--- src/rtl/cmp_pkg.sv ---
// Shared constants, FSM state type and length-mask helper for the
// compressed-line packer.
package cmp_pkg;

    localparam int CACHE_LINE = 128;  // compressed-line budget in bits
    localparam int WORD_SIZE  = 64;   // widest codeword in bits
    localparam int LEN_W      = 7;    // codeword length field, holds 0..WORD_SIZE
    localparam int CNT_W      = 8;    // accumulated bit count, holds 0..CACHE_LINE+WORD_SIZE

    typedef enum logic {
        PACK = 1'b0,
        EMIT = 1'b1
    } pack_state_t;

    // Mask with the low `len` bits set; lengths at or above WORD_SIZE give all ones.
    function automatic logic [WORD_SIZE-1:0] len_mask(input logic [LEN_W-1:0] len);
        logic [WORD_SIZE-1:0] mask;
        if (len >= LEN_W'(WORD_SIZE)) begin
            mask = '1;
        end else begin
            mask = ~({WORD_SIZE{1'b1}} << len);
        end
        return mask;
    endfunction

endpackage

--- src/rtl/compressed_line_packer_bit_inserter.sv ---
// Combinational codeword insertion: masks a codeword to its length and ORs
// it into the line buffer starting at bit position ptr. Kept separate so it
// can be unit-checked and later split into a pipeline stage.
module bit_inserter
    import cmp_pkg::*;
(
    input  logic [CACHE_LINE-1:0] buffer,
    input  logic [CNT_W-1:0]      ptr,
    input  logic [WORD_SIZE-1:0]  code,
    input  logic [LEN_W-1:0]      len,
    output logic [CACHE_LINE-1:0] new_buffer
);

    logic [CACHE_LINE-1:0] field;

    // Zero-extend the masked codeword to line width, then shift it into place.
    always_comb begin
        field      = {{(CACHE_LINE-WORD_SIZE){1'b0}}, code & len_mask(len)};
        new_buffer = buffer | (field << ptr);
    end

endmodule

--- src/rtl/compressed_line_packer.sv ---
// Compressed-line packer: accumulates variable-length codewords LSB-first
// into a CACHE_LINE-bit buffer and hands the finished line downstream with
// its requested bit count and a flag saying whether it fit the budget.
module compressed_line_packer
    import cmp_pkg::*;
(
    input  logic                  i_clk,
    input  logic                  i_reset,
    input  logic                  i_valid,
    output logic                  o_ready,
    input  logic [WORD_SIZE-1:0]  i_code,
    input  logic [LEN_W-1:0]      i_len,
    input  logic                  i_last,
    output logic                  o_valid,
    input  logic                  i_ready,
    output logic [CACHE_LINE-1:0] o_line,
    output logic [CNT_W-1:0]      o_bits,
    output logic                  o_compressed,
    output logic                  o_len_err
);

    pack_state_t           state;
    logic [CACHE_LINE-1:0] buffer;
    logic [CNT_W-1:0]      ptr;
    logic                  ovf;

    logic                  accept;
    logic                  len_big;
    logic [LEN_W-1:0]      len_eff;
    logic [CNT_W:0]        sum;
    logic                  fits;
    logic                  ovf_next;
    logic [CNT_W-1:0]      ptr_next;
    logic [CACHE_LINE-1:0] inserted;
    logic [CACHE_LINE-1:0] buffer_next;

    bit_inserter u_bit_inserter (
        .buffer     (buffer),
        .ptr        (ptr),
        .code       (i_code),
        .len        (len_eff),
        .new_buffer (inserted)
    );

    // Per-codeword arithmetic: clamp the length, extend the pointer one bit so
    // the budget check and saturation see the true sum, and decide whether
    // this codeword still lands inside the line.
    always_comb begin
        accept      = i_valid && o_ready;
        len_big     = i_len > LEN_W'(WORD_SIZE);
        len_eff     = len_big ? LEN_W'(WORD_SIZE) : i_len;
        sum         = {1'b0, ptr} + (CNT_W+1)'(len_eff);
        fits        = !ovf && (sum <= (CNT_W+1)'(CACHE_LINE));
        ovf_next    = ovf || (sum > (CNT_W+1)'(CACHE_LINE));
        ptr_next    = sum[CNT_W] ? {CNT_W{1'b1}} : sum[CNT_W-1:0];
        buffer_next = fits ? inserted : buffer;
    end

    // Packing FSM: accumulate in PACK, present the finished line in EMIT until
    // downstream takes it, then clear the line state for the next one.
    always_ff @(posedge i_clk or negedge i_reset) begin
        if (!i_reset) begin
            state        <= PACK;
            buffer       <= '0;
            ptr          <= '0;
            ovf          <= 1'b0;
            o_ready      <= 1'b1;
            o_valid      <= 1'b0;
            o_line       <= '0;
            o_bits       <= '0;
            o_compressed <= 1'b0;
            o_len_err    <= 1'b0;
        end else begin
            if (accept && len_big) begin
                o_len_err <= 1'b1;
            end
            case (state)
                PACK: begin
                    if (accept) begin
                        if (i_last) begin
                            // The line leaves straight from the next-state values so
                            // the closing codeword is included with one cycle latency.
                            state        <= EMIT;
                            o_ready      <= 1'b0;
                            o_valid      <= 1'b1;
                            o_line       <= buffer_next;
                            o_bits       <= ptr_next;
                            o_compressed <= !ovf_next;
                        end else begin
                            buffer <= buffer_next;
                            ptr    <= ptr_next;
                            ovf    <= ovf_next;
                        end
                    end
                end
                EMIT: begin
                    if (i_ready) begin
                        state        <= PACK;
                        buffer       <= '0;
                        ptr          <= '0;
                        ovf          <= 1'b0;
                        o_ready      <= 1'b1;
                        o_valid      <= 1'b0;
                        o_line       <= '0;
                        o_bits       <= '0;
                        o_compressed <= 1'b0;
                    end
                end
                default: begin
                    state   <= PACK;
                    o_ready <= 1'b1;
                    o_valid <= 1'b0;
                end
            endcase
        end
    end

endmodule

--- config.mk ---
export PLATFORM = sky130hd
export DESIGN_NAME = compressed_line_packer
export DESIGN_NICKNAME = d
export VERILOG_FILES = /design/src/rtl/cmp_pkg.sv /design/src/rtl/compressed_line_packer_bit_inserter.sv /design/src/rtl/compressed_line_packer.sv
export SDC_FILE = /design/constraint.sdc
export NUM_CORES = 1
export LEC_CHECK = 0
export CELL_PAD_IN_SITES_DETAIL_PLACEMENT = 1
export CELL_PAD_IN_SITES_GLOBAL_PLACEMENT = 1
export CORE_MARGIN = 3
export CORE_UTILIZATION = 45
export DETAILED_ROUTE_END_ITERATION = 8
export PLACE_DENSITY = 0.87
export SLEW_MARGIN = 20
export SYNTH_ARGS = -nofsm -noshare
export SYNTH_HDL_FRONTEND = slang
export SYNTH_SLANG_ARGS = --single-unit
--- constraint.sdc ---
create_clock -name i_clk -period 7.3 [get_ports i_clk]
set_input_delay 0.73 -clock i_clk [delete_from_list [all_inputs] [get_ports i_clk]]
set_output_delay 0.73 -clock i_clk [all_outputs]
set_load 0.02 [all_outputs]
==> flow_metrics.py <==
metrics = {
    "cts": {
        "cts_tree": "built",
        "clock_latency_ns": 0.61,
        "ctsResizeCount": 0,
        "cts.sinks": 278,
        "cts_buffer_depth": 3,
        "htreeDepth": 1,
        "postCtsHoldBufs": 0,
        "numCtsBuffers": 30,
        "postCtsSetupBuffers": 0,
        "path_clk_slew_ns": 0.07,
        "cts_root_buffer": "clkbuf_16",
    },
    "die": {
        "die_h_um": 215.9,
        "initial_core_util_pct": 45.82,
        "die_w_um": 215.9,
        "ios": 216,
        "die_area_um2": 46610,
        "rows": 76,
        "design.core.area_um2": 43270,
    },
    "setup_path": {
        "reg2reg_depth": 10,
        "cp_slowest_cell": "clkdlybuf4s50_1",
        "cp_top_family": "buffers and inverters",
        "crit_required_ns": 7.79,
        "critical_path.max_fanout": 29,
        "r2r_slack_ns": 2.19,
        "cp.arrival_ns": 5.97,
        "worstSetupEndpointType": "register",
        "critPathBufInv": 3,
        "cpPeakStageDelay_ns": 0.95,
        "path_cells": "clkdlybuf4s50_1, buf_4, nor2b_1, ha_1, a31oi_1, a31oi_1, a221oi_1, nor2b_1, a21bo_2, and3_1, buf_4, o21a_1, a211oi_1, o21ai_0",
        "path_class": "in -> reg",
        "r2r-start": "ptr[0]",
        "timing.rr.end": "o_line[119]",
        "critPathLaunchType": "primary input",
    },
    "synth": {
        "yosysUniqueCellTypes": 99,
        "yosysSeqAreaShare_pct": 35.10,
        "synth-main-ff-cell": "dfrtp_1",
        "yosys_register_bits": 278,
        "syn_inst": 2410,
        "syn-num-nets": 2492,
        "async_flop_share_pct": 100.0,
        "syn_area_per_cell_um2": 8.226,
        "ys_warn_count": 0,
        "syn_area_um2": 19820,
        "synth_edf_count": 0,
    },
    "placed_design": {
        "io_buffers": 215,
        "pre_cts_slack_ns": 1.109,
        "gp_congestion": 1.064,
        "dpl.hpwl_um": 77010,
    },
    "power_and_ir_drop": {
        "p_leak_nw": 9.517,
        "peakVddDrop_v": 0.0002508,
        "cellPowerDensity_nw_per_um2": 527.3,
    },
    "run_status": {
        "status": "complete, no violations",
    },
    "grt": {
        "grt_pass1_wl_um": 157500,
        "grt_max_degree": 177,
        "track_usage_pct": 44.36,
        "grt_pass1_vias": 23349,
        "antenna_found_initial": 7,
        "grt_overflow": 0,
    },
    "job": {
        "maxCapViolCount": 0,
    },
    "min_path": {
        "worst_hold_path_type": "in -> async",
    },
    "routing": {
        "num_vias": 22996,
        "wl_per_cell_um": 34.38,
        "drc": 0,
        "via_per_inst": 7.413,
        "first_pass_iters": 7,
        "ant_nets": 0,
        "drt_first_iter_violations": 3500,
        "drt_wl_total_um": 106700,
    },
    "timing": {
        "rsz0062_at_grt": "no",
        "setup_slack_ns": 1.817,
        "tightest_slew_ns": 1.228,
        "fin_tns_setup_ns": 0,
        "setup_viol": 0,
        "finalCriticalPeriod_ns": 5.483,
        "fin_worst_skew_ns": 0.03704,
        "fin_crit_sh_pct": 75.11,
        "max_freq_mhz": 182.4,
        "finalMaxSlewViolations": 0,
        "hold_slack_ns": 0.1832,
        "slew_headroom_pct": 17.86,
        "hold_violations": 0,
    },
    "finish": {
        "drive_gt1_share_pct": 9.745,
        "multiInputGateArea_um2": 11840,
        "post-route-util_pct": 54.36,
        "final_nets": 2572,
        "synthToLayoutAreaGrowth_pct": 18.64,
        "fillers": 4990,
        "ff_latch_area_um2": 6968,
    },
}
-- state kept, by name (all words and copies together) (netlist names) --
register	flops
state	1
o_compressed	1
buffer	128
o_bits	8
o_len_err	1
o_ready	1
o_line	128
ptr	8
o_valid	1
ovf	1
-- cell usage in the layout, fill, tap and decap left out, drive strengths merged, types with 12 or more instances in the layout --
cell type,netlist,final
a211o,20,20
a211oi,34,34
a21o,22,22
a21oi,234,234
a221o,15,15
a221oi,36,36
a222oi,12,12
a22o,18,18
a22oi,35,35
a31oi,35,35
a32oi,21,21
and2,13,13
and3,34,34
buf,70,74
clkbuf,168,44
clkdlybuf4s50,0,212
dfrtp,277,277
inv,29,30
mux2,32,32
mux2i,52,52
mux4,18,18
nand2,183,183
nand3,157,157
nor2,212,212
nor2b,21,21
nor3,53,53
nor4,16,16
o2111ai,15,15
o211a,12,12
o211ai,43,43
o21a,24,24
o21ai,201,201
o221ai,22,22
o22ai,37,37
o32ai,15,15
or2,15,15
or3,22,22
-- worst max path at each step --
stage          slack [ns]           to  startpoint  cells past startpoint
4_1_cts              1.63  buffer[110]    i_len[0]                     14
5_1_grt              1.63   buffer[76]    i_len[3]                     14
6_report             1.82   o_line[80]    i_len[3]                     14
3_3_place_gp         1.47   o_line[64]    i_len[3]                     10
3_5_place_dp         1.11  buffer[105]    i_len[0]                     13
2_1_floorplan        2.80   buffer[70]    i_len[6]                     20
-- per-stage QoR --
step | total power, mW | instance area [um^2] | std cells
final | 12.40 | 23520 | 3102
after global routing | 12.69 | 23510 | 3099
after CTS | 11.95 | 23500 | 3099
after detailed placement | 10.11 | 22360 | 3043
after global placement | 9.906 | 22350 | 3042
after floorplan | 6.641 | 19820 | 2410
-- kinds of logic (layout without fill, tap and decap cells) --
group                      Yosys count  after routing  share of synthesized area (%)
and+or+nand+nor                    780            780                          18.90
DFF                                278            278                          35.10
muxes                              102            102                          6.526
xor gates and xnor gates             4              4                         0.1767
other                                0              3                              0
buffers and inverters              269            373                          5.485
AOI/OAI and AO/OA                  971            971                          33.40
adders and majority gates            6              6                         0.4166
-- where the power goes --
| part | internal (mW) | switching [mW] |
|---|---|---|
| registers | 2.07 | 0.490 |
| logic | 2.46 | 5.64 |
| clock network | 1.06 | 0.684 |
| total | 5.59 | 6.82 |
-- layer usage --
| layer | vias to the layer above | track usage, % | wire length, um | part of all wire [%] |
|---|---|---|---|---|
| li1 | 9399 | - | - | - |
| met1 | 11507 | 57.64 | 40500 | 38 |
| met2 | 1646 | 68.05 | 47030 | 44 |
| met3 | 436 | 12.59 | 12350 | 12 |
| met4 | 8 | 22.13 | 6710 | 6.3 |
| met5 | - | 0 | 58 | 0.054 |
-- Yosys cell counts (13+ instances only) --
cell type	instances	area share, %
o22ai_1	37	1.2
o32ai_1	15	0.66
a221oi_1	34	1.5
a22oi_1	35	1.3
a21oi_1	233	5.9
a32oi_1	21	0.93
a211oi_1	34	1.3
dfrtp_1	277	35
a31oi_1	35	1.1
o2111ai_1	15	0.66
nand2_1	183	3.5
o221ai_1	22	0.97
or2_2	13	0.41
and3_1	33	1.0
mux2_2	31	1.8
o21a_1	24	0.91
nor2b_1	21	0.66
or3_1	22	0.69
o211ai_1	43	1.6
mux2i_1	51	2.6
clkbuf_1	168	3.2
buf_2	44	1.1
a21o_1	22	0.83
mux4_2	18	2.0
inv_1	29	0.55
nor4_1	15	0.47
a211o_1	20	0.88
nand3_1	157	4.0
a22o_1	18	0.80
nor3_1	49	1.2
a221o_1	15	0.76
buf_1	22	0.42
nor2_1	212	4.0
o21ai_0	193	4.9
-- layout make-up --
cell class / count / area share, %
clock buffers: 44 / 3.926
clock inverters: 12 / 0.9309
flip-flops and latches: 278 / 29.63
multi-input cells: 1863 / 50.32
well taps: 585 / 3.112
diodes: 3 / 0.03192
repair buffers: 286 / 11.56
inverters: 31 / 0.4947
-- worst reg2reg max path: cells and delay by family, from the launching register on --
family | cells | cell delay [ns]
AOI/OAI and AO/OA | 7 | 3.26
buffers and inverters | 1 | 0.46
DFF | 1 | 0.75
muxes | 1 | 0.31
and+or+nand+nor | 1 | 0.15
Note: power is estimated with default switching activity, not from simulation.
